$ cat src/rtl/branch_resolver.sv
// Resolve-side branch checker: in-order prediction queue, condition evaluation, flush and predictor update.
// Optional statistics counters are built only when BR_STATS_EN is defined.
module branch_resolver #(
   parameter int DEPTH = 4
) (
   input  logic        clk,
   input  logic        reset_n,
   input  logic        fetch_valid,
   output logic        fetch_ready,
   input  logic [15:0] fetch_PC,
   input  logic [15:0] fetch_pred_PC,
   input  logic        ex_valid,
   input  logic [15:0] ex_instr,
   input  logic [15:0] ex_PC,
   input  logic [15:0] read_out1,
   input  logic [15:0] read_out2,
   input  logic [15:0] Imm,
   output logic        flush,
   output logic [15:0] redirect_PC,
   output logic        update_valid,
   output logic [15:0] update_PC,
   output logic [15:0] update_target,
   output logic        update_taken,
   output logic        sync_err,
   output logic [15:0] branch_count,
   output logic [15:0] mispredict_count
);

   localparam int AW = $clog2(DEPTH);
   localparam logic [AW:0] PTR_ONE = {{AW{1'b0}}, 1'b1};

   typedef enum logic {RUN, FLUSH} state_t;

   typedef struct packed {
      logic [15:0] pc;
      logic [15:0] pred;
   } entry_t;

   typedef enum logic [3:0] {
      OP_BNE = 4'd0,
      OP_BEQ = 4'd1,
      OP_BGZ = 4'd2,
      OP_BLZ = 4'd3
   } opcode_t;

   state_t      state;
   entry_t      mem [DEPTH];
   logic [AW:0] wptr, rptr;
   entry_t      head;

   logic        empty, full;
   logic        pop_fire, pop_ok, push_fire;
   logic        is_branch, taken;
   logic [15:0] target, seq_pc, actual_pc;
   logic        mispredict, do_update, sync_hit;
   logic        unused_instr_bits;

   assign unused_instr_bits = ^ex_instr[11:0];

   assign empty = (wptr == rptr);
   assign full  = (wptr[AW-1:0] == rptr[AW-1:0]) && (wptr[AW] != rptr[AW]);
   assign head  = mem[rptr[AW-1:0]];

   assign fetch_ready = (state == RUN) && !full;

   // A pop frees the slot in the same cycle, so a push is still accepted while full.
   assign pop_fire  = ex_valid && (state == RUN);
   assign pop_ok    = pop_fire && !empty;
   assign push_fire = fetch_valid && (state == RUN) && (!full || pop_fire);

   assign is_branch = (ex_instr[15:14] == 2'b00);
   assign target    = ex_PC + Imm;
   assign seq_pc    = ex_PC + 16'd1;

   // NOTE: every always_comb output gets a default first so no latch is inferred.
   always_comb begin
      taken = 1'b0;
      case (opcode_t'(ex_instr[15:12]))
         OP_BNE:  taken = (read_out1 != read_out2);
         OP_BEQ:  taken = (read_out1 == read_out2);
         OP_BGZ:  taken = ($signed(read_out1) > 16'sd0);
         OP_BLZ:  taken = read_out1[15];
         default: taken = 1'b0;
      endcase
   end

   assign actual_pc  = (is_branch && taken) ? target : seq_pc;
   assign mispredict = pop_ok && (head.pred != actual_pc);
   assign do_update  = pop_ok && (is_branch || (head.pred != seq_pc));
   assign sync_hit   = pop_fire && (empty || (ex_PC != head.pc));

   // NOTE: the queue storage carries no reset; validity is tracked by the pointers alone.
   always_ff @(posedge clk) begin
      if (push_fire && !mispredict) begin
         mem[wptr[AW-1:0]] <= '{pc: fetch_PC, pred: fetch_pred_PC};
      end
   end

   // NOTE: sequential state uses non-blocking assignments only.
   always_ff @(posedge clk or negedge reset_n) begin
      if (!reset_n) begin
         state         <= RUN;
         wptr          <= '0;
         rptr          <= '0;
         flush         <= 1'b0;
         redirect_PC   <= '0;
         update_valid  <= 1'b0;
         update_PC     <= '0;
         update_target <= '0;
         update_taken  <= 1'b0;
         sync_err      <= 1'b0;
      end else begin
         flush         <= 1'b0;
         redirect_PC   <= '0;
         update_valid  <= 1'b0;
         update_PC     <= '0;
         update_target <= '0;
         update_taken  <= 1'b0;
         case (state)
            RUN: begin
               if (mispredict) begin
                  state       <= FLUSH;
                  flush       <= 1'b1;
                  redirect_PC <= actual_pc;
                  wptr        <= '0;
                  rptr        <= '0;
               end else begin
                  if (push_fire) wptr <= wptr + PTR_ONE;
                  if (pop_ok)    rptr <= rptr + PTR_ONE;
               end
               if (do_update) begin
                  update_valid  <= 1'b1;
                  update_PC     <= ex_PC;
                  update_target <= is_branch ? target : seq_pc;
                  update_taken  <= is_branch && taken;
               end
               if (sync_hit) sync_err <= 1'b1;
            end
            FLUSH: state <= RUN;
            default: state <= RUN;
         endcase
      end
   end

`ifdef BR_STATS_EN
   logic [15:0] br_cnt, mp_cnt;

   always_ff @(posedge clk or negedge reset_n) begin
      if (!reset_n) begin
         br_cnt <= '0;
         mp_cnt <= '0;
      end else begin
         if (pop_ok && is_branch && (br_cnt != 16'hFFFF)) br_cnt <= br_cnt + 16'd1;
         if (mispredict && (mp_cnt != 16'hFFFF))          mp_cnt <= mp_cnt + 16'd1;
      end
   end

   assign branch_count     = br_cnt;
   assign mispredict_count = mp_cnt;
`else
   assign branch_count     = '0;
   assign mispredict_count = '0;
`endif

endmodule

$ cat config.mk
export PLATFORM = sky130hd
export DESIGN_NAME = branch_resolver
export DESIGN_NICKNAME = d
export VERILOG_FILES = /design/src/rtl/branch_resolver.sv
export SDC_FILE = /design/constraint.sdc
export NUM_CORES = 1
export LEC_CHECK = 0
export ABC_AREA = 1
export CAP_MARGIN = 10
export CORE_MARGIN = 5
export CORE_UTILIZATION = 60
export CTS_CLUSTER_DIAMETER = 40
export DETAILED_ROUTE_END_ITERATION = 8
export DONT_BUFFER_PORTS = 1
export MAX_ROUTING_LAYER = met4
export PLACE_DENSITY = 0.75
export SYNTH_ARGS = -nofsm -noshare
export SYNTH_HDL_FRONTEND = slang
export SYNTH_SLANG_ARGS = --single-unit
$ cat constraint.sdc
create_clock -name clk -period 11.7 [get_ports clk]
set_input_delay 2.34 -clock clk [delete_from_list [all_inputs] [get_ports clk]]
set_output_delay 2.34 -clock clk [all_outputs]
set_load 0.1 [all_outputs]
# --- Yosys cells after proc, flatten, opt, wreduce, memory -nomap -nowiden ---
# Memory sizes are Yosys's and may differ from the RTL's.
# Index checks and enable logic that the tools add are counted.
word_totals:
  regBits: 59
  ram_bits: 128
  inputBits: 116
  output_inout_bits: 85
  wordCells: 74
  memories: 1
memory_table:
  columns: ["name", "words", "width", "read_ports", "rd_clocked_by_memory_dff", "write_ports", "line_no", "rtl"]
  rows:
  - ["mem", 4, 32, 1, 0, 1, "47", "entry_t mem [DEPTH];"]
op_classes:
  addsub: 4
  order_cmp: 1
  n_eq_ne: 11
  n_mux: 22
  n_bitwise: 1
  reduce_logical: 24
op_table:
  columns: ["op", "count"]
  rows:
  - ["16-bit 2-to-1 mux", 8]
  - ["16-bit inequality test", 4]
  - ["16-bit by 1-bit adder with 16-bit output, second input constant", 1]
  - ["16-bit adder", 1]
  - ["16-bit == test", 1]
  - ["16-bit by 1-bit > comparator with 1-bit output, second input constant", 1]
  - ["3-bit 2-to-1 mux", 4]
  - ["1-bit logical AND", 11]
  - ["4-bit by 2-bit == test with 1-bit output, second input constant", 2]
  - ["1-bit 2-to-1 mux", 8]
  - ["3-bit by 1-bit adder with 3-bit output, second input constant", 2]
  - ["2-bit AND reduction", 3]
  - ["4-bit by 1-bit == test with 1-bit output, second input constant", 1]
  - ["4-bit logical NOT", 1]
  - ["1-bit one-hot mux with 4 select lines", 1]
  - ["2-bit nonzero test", 2]
  - ["3-bit == test", 1]
  - ["1-bit logical NOT", 3]
  - ["1-bit logical OR", 3]
  - ["2-bit == test", 1]
  - ["2-bit logical NOT", 1]
  - ["1-bit one-hot mux with 2 select lines", 1]
  - ["1-bit inequality test", 1]
  - ["1-bit NOT", 1]

# --- Longest topological paths before layout ---
logic_depth:
  depth_word: 10
  ltp_mapped: 23
  ltp_nobuf: 21

# --- Worst setup path before layout ---
# Ideal clock, no wire load.
synth_path:
  kind: "input -> register"
  start: "input port ex_PC[0]"
  end: "memory mem[0][0] (netlist name), enable pin"
  arrival_ns: 5.703
  required_time_ns: 11.279
  path_slack_ns: 5.576
  cell_stages: 19
  path_buffers: 0
  cell_sequence: "ha_1 -> inv_1 -> fa_1 -> nand3b_1 -> nand2_1 -> a21oi_1 -> o21ai_0 -> nand2_1 -> nand2_1 -> nand2_1 -> nand3_1 -> nand2_1 -> nor2_1 -> nand2_1 -> nor2_1 -> nand2_1 -> nand2_2 -> nand2_1 -> nor2_1"
synth_via:
  elab_chain_len: 8
synth_rtl:
  columns: ["element", "line_no", "rtl"]
  rows:
  - ["from (decl)", "14", "input logic [15:0] ex_PC,"]
  - ["16-bit by 1-bit adder with 16-bit output or 16-bit adder (tied branches)", "73, 72", null]
  - ["16-bit 2-to-1 mux *", "87", "assign actual_pc = (is_branch && taken) ? target : seq_pc;"]
  - ["16-bit inequality test *", "88", "assign mispredict = pop_ok && (head.pred != actual_pc);"]
  - ["1-bit logical AND *", "88", null]
  - ["1-bit logical NOT *", "94", "if (push_fire && !mispredict) begin"]
  - ["1-bit logical AND *", "94", null]
  - ["1-bit 2-to-1 mux *", "94", null]
  - ["1-bit 2-to-1 mux (implied by the code) *", "95", "mem[wptr[AW-1:0]] <= '{pc: fetch_PC, pred: fetch_pred_PC};"]
  - ["to (decl)", "47", null]
# Mark *: on every way between the ends. The rest lies on a longest branch, timed or not.

# --- Worst setup path in the final report ---
layout_path:
  start: "input port ex_instr[15]"
  end: "memory mem[1][13] (netlist name), enable pin"
layout_via:
  elab_chain_len: 10
layout_rtl:
  columns: ["element", "line_no", "rtl"]
  rows:
  - ["from (decl)", "13", "input logic [15:0] ex_instr,"]
  - ["4-bit by 2-bit == test with 1-bit output, or another cell as far along", "78", "case (opcode_t'(ex_instr[15:12]))"]
  - ["1-bit one-hot mux with 4 select lines", "78", null]
  - ["1-bit logical AND *", "87", null]
  - ["16-bit 2-to-1 mux *", "87", null]
  - ["16-bit inequality test *", "88", null]
  - ["1-bit logical AND *", "88", null]
  - ["1-bit logical NOT *", "94", null]
  - ["1-bit logical AND *", "94", null]
  - ["1-bit 2-to-1 mux *", "94", null]
  - ["1-bit 2-to-1 mux (implied by the code) *", "95", null]
# Marked as above.

==> metrics.sh <==
CTS.PATH.MAX_BUFFERS=2
SYNTHESIS.AREA_PER_INSTANCE_UM2=8.86
DETAIL_ROUTE.WIRELENGTH_UM=23900
SKEW_NS=0.00798
CTS_BUFFERS=17
DIE_WIDTH_UM=139
ROUTEDWLPERCELL_UM=17.8
HOLD_DEPTH=2
STATUS='finished clean'
INITIAL_ANTENNA_VIOLATION_COUNT=0
CLKLATENCYLATEPIN_NS=0.44
TIGHTESTPINTRANSITION_NS=1.04
FINAL.PERIOD_UTILIZATION_PCT=59.3
POWER.STATIC_LEAKAGE_nW=4.74
ROUTABILITY_DRIVEN_PLACEMENT_CONGESTION_RATIO=0.932
ANTENNADIODECOUNT=0
VIAS=7400
FIN_NETS=1248
REG2REG_SETUP_SLACK_NS=6.81
AREA_GROWTH_PCT=6.04
FINAL_COUNT_OF_HOLD_TIMING_VIOLATIONS=0
STARTPOINT_TYPE='input port'
FINALCRITICALPERIOD_NS=6.94
GR-USAGE-MET2_PCT=40.6
START_UTIL_PCT=60.6
DPL-INSTANCE-AREA_UM2=9970
PLACE.DETAILED.HPWL_UM=17000
FINAL.SETUP.TNS_NS=0
STD_CELL_ROWS=47
SYNTH_WARNINGS=0
CTSRESIZECOUNT=0
GRT.MET1_USAGE_PCT=30.6
MET3_USAGE_PCT=7.55
CP_NUM_BUF_INV=3
HTREE_NUM_LEVELS=4
MIN_DELAY_WORST_ENDPOINT='wptr[2]$_DFFE_PN0P_'
POWER_PER_CELL_AREA_nW_PER_UM2=253
CTS_HOLD_REPAIR.BUFFERS=0
CP_CELL_SEQUENCE='nor2_2 -> inv_1 -> nor3_1 -> nand3_1 -> nand2_1 -> inv_1 -> nand3_2 -> nand2_1 -> nand3_1 -> nand2_1 -> nor2_1 -> nand2_1 -> nor2_1 -> nand2_1 -> nand2_2 -> nand2_1 -> nor2_2 -> buf_4'
DIE_AREA_UM2=19300
CRITICAL_PATH_S_TOP_DELAY_FAMILY='simple AND/OR/NAND/NOR gates'
GRT_FIRST_PASS_WIRELENGTH_UM=37400
CLOCKROOTBUFFER='clkbuf_16'
RR_ENDPOINT='mem[1][13]$_DFFE_PP_'
CP.REQUIRED_NS=11.82
MAXIMUM_SINGLE_STAGE_DELAY_ON_THE_CRITICAL_PATH_NS=0.84
SYNTH.YOSYS.SEQ_AREA_SHARE_PCT=53.2
SYNTH_TOP_FLOP_CELL='edfxtp_1'
DRTPASS1ITERATIONS=7
DRTANTENNAVIOLNETS=0
WORST_R2R_STARTPOINT='rptr[1]$_DFFE_PN0P_'
SYNTH.LIB_CELLS_USED.DISTINCT=38
CRITICALPATHCATEGORY='in -> reg'
DRV.MAX_CAP_VIOLATION_COUNT=0
AVGVIACOUNTPERCELL=5.51
FP.COREAREA_UM2=16400
CRIT_PATH_FREQUENT_CELL='nand2_1'
CLOCK_PIN_TRANSITION_ON_THE_WORST_SETUP_AND_HOLD_TIMING_PATHS_NS=0.07
GRT_USE_TOTAL_PCT=25.4
CRITPATHARRIVALTIME_NS=7.06
TIMING.HOLD.WORST.START='wptr[2]$_DFFE_PN0P_'
FLOORPLAN.IO_PINS=201
SYNTH-ASYNC-RESET-RATIO_PCT=31.2
NUMCLOCKSINKS=186
DIE_Y_UM=139
TIMING.FINAL.MAX_SLEW_VIOLATIONS=0
GRT_MAX_DEGREE=68
HOLD_PATH_CLASS='reg -> reg'
DETAILEDROUTE.FIRSTITERATIONVIOLATIONS=680
IR_WORST_VDD_uV=168
SYNTH_EDF_COUNT=128
ROUTE.DETAILED.DRC=0
POSTSYNTHREGISTERBITS=186
POST_SYNTH_INST_COUNT=1123
SETUP_VIOL=0
GR-MAX-USAGE-LAYER='met2'
FMAXACHIEVABLE_MHz=144
RSZ_0062_RAISED_AFTER_GLOBAL_ROUTING='false'
FIRST_GLOBAL_VIAS=7063
FINAL_AREA_UM2=10600
CP_SLOWEST_CELL='nor2_2'
GLOBALROUTEOVERFLOWTOTAL=0
SYNTHESIZED_AREA_UM2=9950
SLEW-LIMIT-HEADROOM_PCT=30.5
TRITONCTS='yes'
WORST-R2R-CELL-COUNT=14
CRIT_FANOUT=24
PORT_BUFFERS=0
POST-CTS-SETUP-BUFFER-COUNT=0
DRIVE_ABOVE_1_SHARE_PCT=7.75
WORSTSETUPENDPOINTTYPE='register'
==> flip-flops by register name (all words and copies together) (netlist names) <==
signal,count
update_valid,1
update_PC,16
update_target,16
flush,1
mem,128
sync_err,1
update_taken,1
redirect_PC,16
wptr,3
rptr,3
==> worst max-delay path by stage <==
| stage | cells past startpoint | to | slack (ns) | startpoint |
|---|---|---|---|---|
| 2_1_floorplan | 19 | mem[0][0]$_DFFE_PP_ | 5.58 | ex_PC[0] |
| 3_3_place_gp | 18 | mem[1][15]$_DFFE_PP_ | 4.48 | ex_instr[15] |
| 3_5_place_dp | 18 | mem[1][15]$_DFFE_PP_ | 4.41 | ex_instr[15] |
| 4_1_cts | 18 | mem[0][27]$_DFFE_PP_ | 4.85 | ex_instr[15] |
| 5_1_grt | 18 | mem[1][11]$_DFFE_PP_ | 4.30 | ex_instr[15] |
| 6_report | 18 | mem[1][13]$_DFFE_PP_ | 4.76 | ex_instr[15] |
==> cells in the mapped netlist, types with 2 or more instances <==
cell type  count  area [um^2]
xor2_1        31          272
a32o_1         9         90.1
nor3_1         7         35.0
o21bai_1       2         15.0
buf_4         38          285
xnor2_1       11         96.3
inv_2          4         15.0
or2_0          7         43.8
clkbuf_1      15         56.3
o21ai_0       45          225
edfxtp_1     128         3840
inv_1        107          402
buf_2          9         45.0
a32oi_1       11         96.3
nor2_1       158          593
nand2_2        2         12.5
nand4_1       10         62.6
buf_1          3         11.3
ha_1          21          263
nor2_2         2         12.5
o22ai_1        9         56.3
nand3_1       75          375
dfrtp_1       58         1450
or2_2         32          200
a21o_1         4         30.0
nand3b_1       6         45.0
nor4_1         5         31.3
nand2_1      274         1030
buf_6          2         22.5
a21oi_1       30          150
==> power breakdown <==
part	leakage (nW)	internal, W	total (W)	switching (W)
sequential	1.93	0.000836	0.00133	0.000491
clock	0.287	0.000289	0.000574	0.000286
combinational	2.52	0.000230	0.000773	0.000543
==> layout by cell type (no fill, tap or decap) <==
cell type,netlist,routed
dfrtp_2,0,1
clkinv_8,0,2
nor3_4,1,1
o21ai_0,45,45
nor2_2,2,6
ha_1,21,21
inv_1,107,107
nor3_1,7,7
inv_6,0,6
buf_4,38,5
edfxtp_1,128,128
a32oi_2,1,1
clkbuf_16,0,17
or2_0,7,7
inv_8,0,6
a21oi_1,30,30
or2_2,32,32
clkinvlp_4,0,1
dfrtp_1,58,57
o21bai_1,2,2
nor4_1,5,5
nand4_1,10,10
nor3_2,1,1
inv_2,4,5
a32oi_1,11,11
nand3_2,1,1
nand3b_1,6,6
nand3_1,75,75
xnor2_1,11,11
nand2_1,274,274
a32o_1,9,9
conb_1,1,32
nand2_2,2,2
fa_1,1,1
a21o_1,4,4
xor2_1,31,31
nor2_1,158,154
o22ai_1,9,9
==> stage by stage <==
| stage | hold slack [ns] | total power (W) | worst slack [ns] | instances | util (%) |
|---|---|---|---|---|---|
| floorplan | 0.540 | 0.00194 | 5.58 | 1154 | - |
| detailed placement | 0.561 | 0.00211 | 4.41 | 1311 | 60.7 |
| global route | 0.624 | 0.00281 | 4.30 | 1343 | 64.3 |
| finish | 0.580 | 0.00267 | 4.76 | 1343 | 64.3 |
| CTS | 0.582 | 0.00268 | 4.85 | 1343 | 64.3 |
| global placement | 0.559 | 0.00209 | 4.48 | 1311 | 60.7 |
==> metal layers <==
| metal | vias to the layer above | share of wire, % |
|---|---|---|
| met5 | - | 0 |
| met4 | 0 | 3.5 |
| met3 | 54 | 8.8 |
| met2 | 316 | 48 |
| met1 | 3431 | 40 |
| li1 | 3599 | - |
==> area by class of cell <==
type / count / area [um^2]
clock buffers: 17 / 425
repair buffers: 5 / 37.5
flip-flops and latches: 186 / 5300
multi-input cells: 788 / 3940
well taps: 220 / 275
inverters: 112 / 420
fillers: 1359 / 5860
clock inverters: 15 / 160
==> logic make-up after synthesis <==
group                      count (synthesis)  synth area share [%]
AOI/OAI and AO/OA                        111                  6.83
and+or+nand+nor                          581                  24.9
DFF                                      186                  53.2
adders and majority gates                 22                  2.84
other                                      1                0.0377
buffers and inverters                    180                  8.50
xor gates and xnor gates                  42                  3.70
==> worst reg2reg max path: stages, from the launching register on <==
cell and delay [ns]:
dfrtp_1 0.60, inv_2 0.78, nor2_1 0.16, a32oi_1 0.54
inv_1 0.11, nand2_1 0.09, nand2_1 0.05, nor2_1 0.11
nand2_1 0.06, nor2_1 0.11, nand2_1 0.08, nand2_2 0.37
nand2_1 0.26, nor2_2 0.84, buf_4 0.41
(Power assumes the default switching activity.)
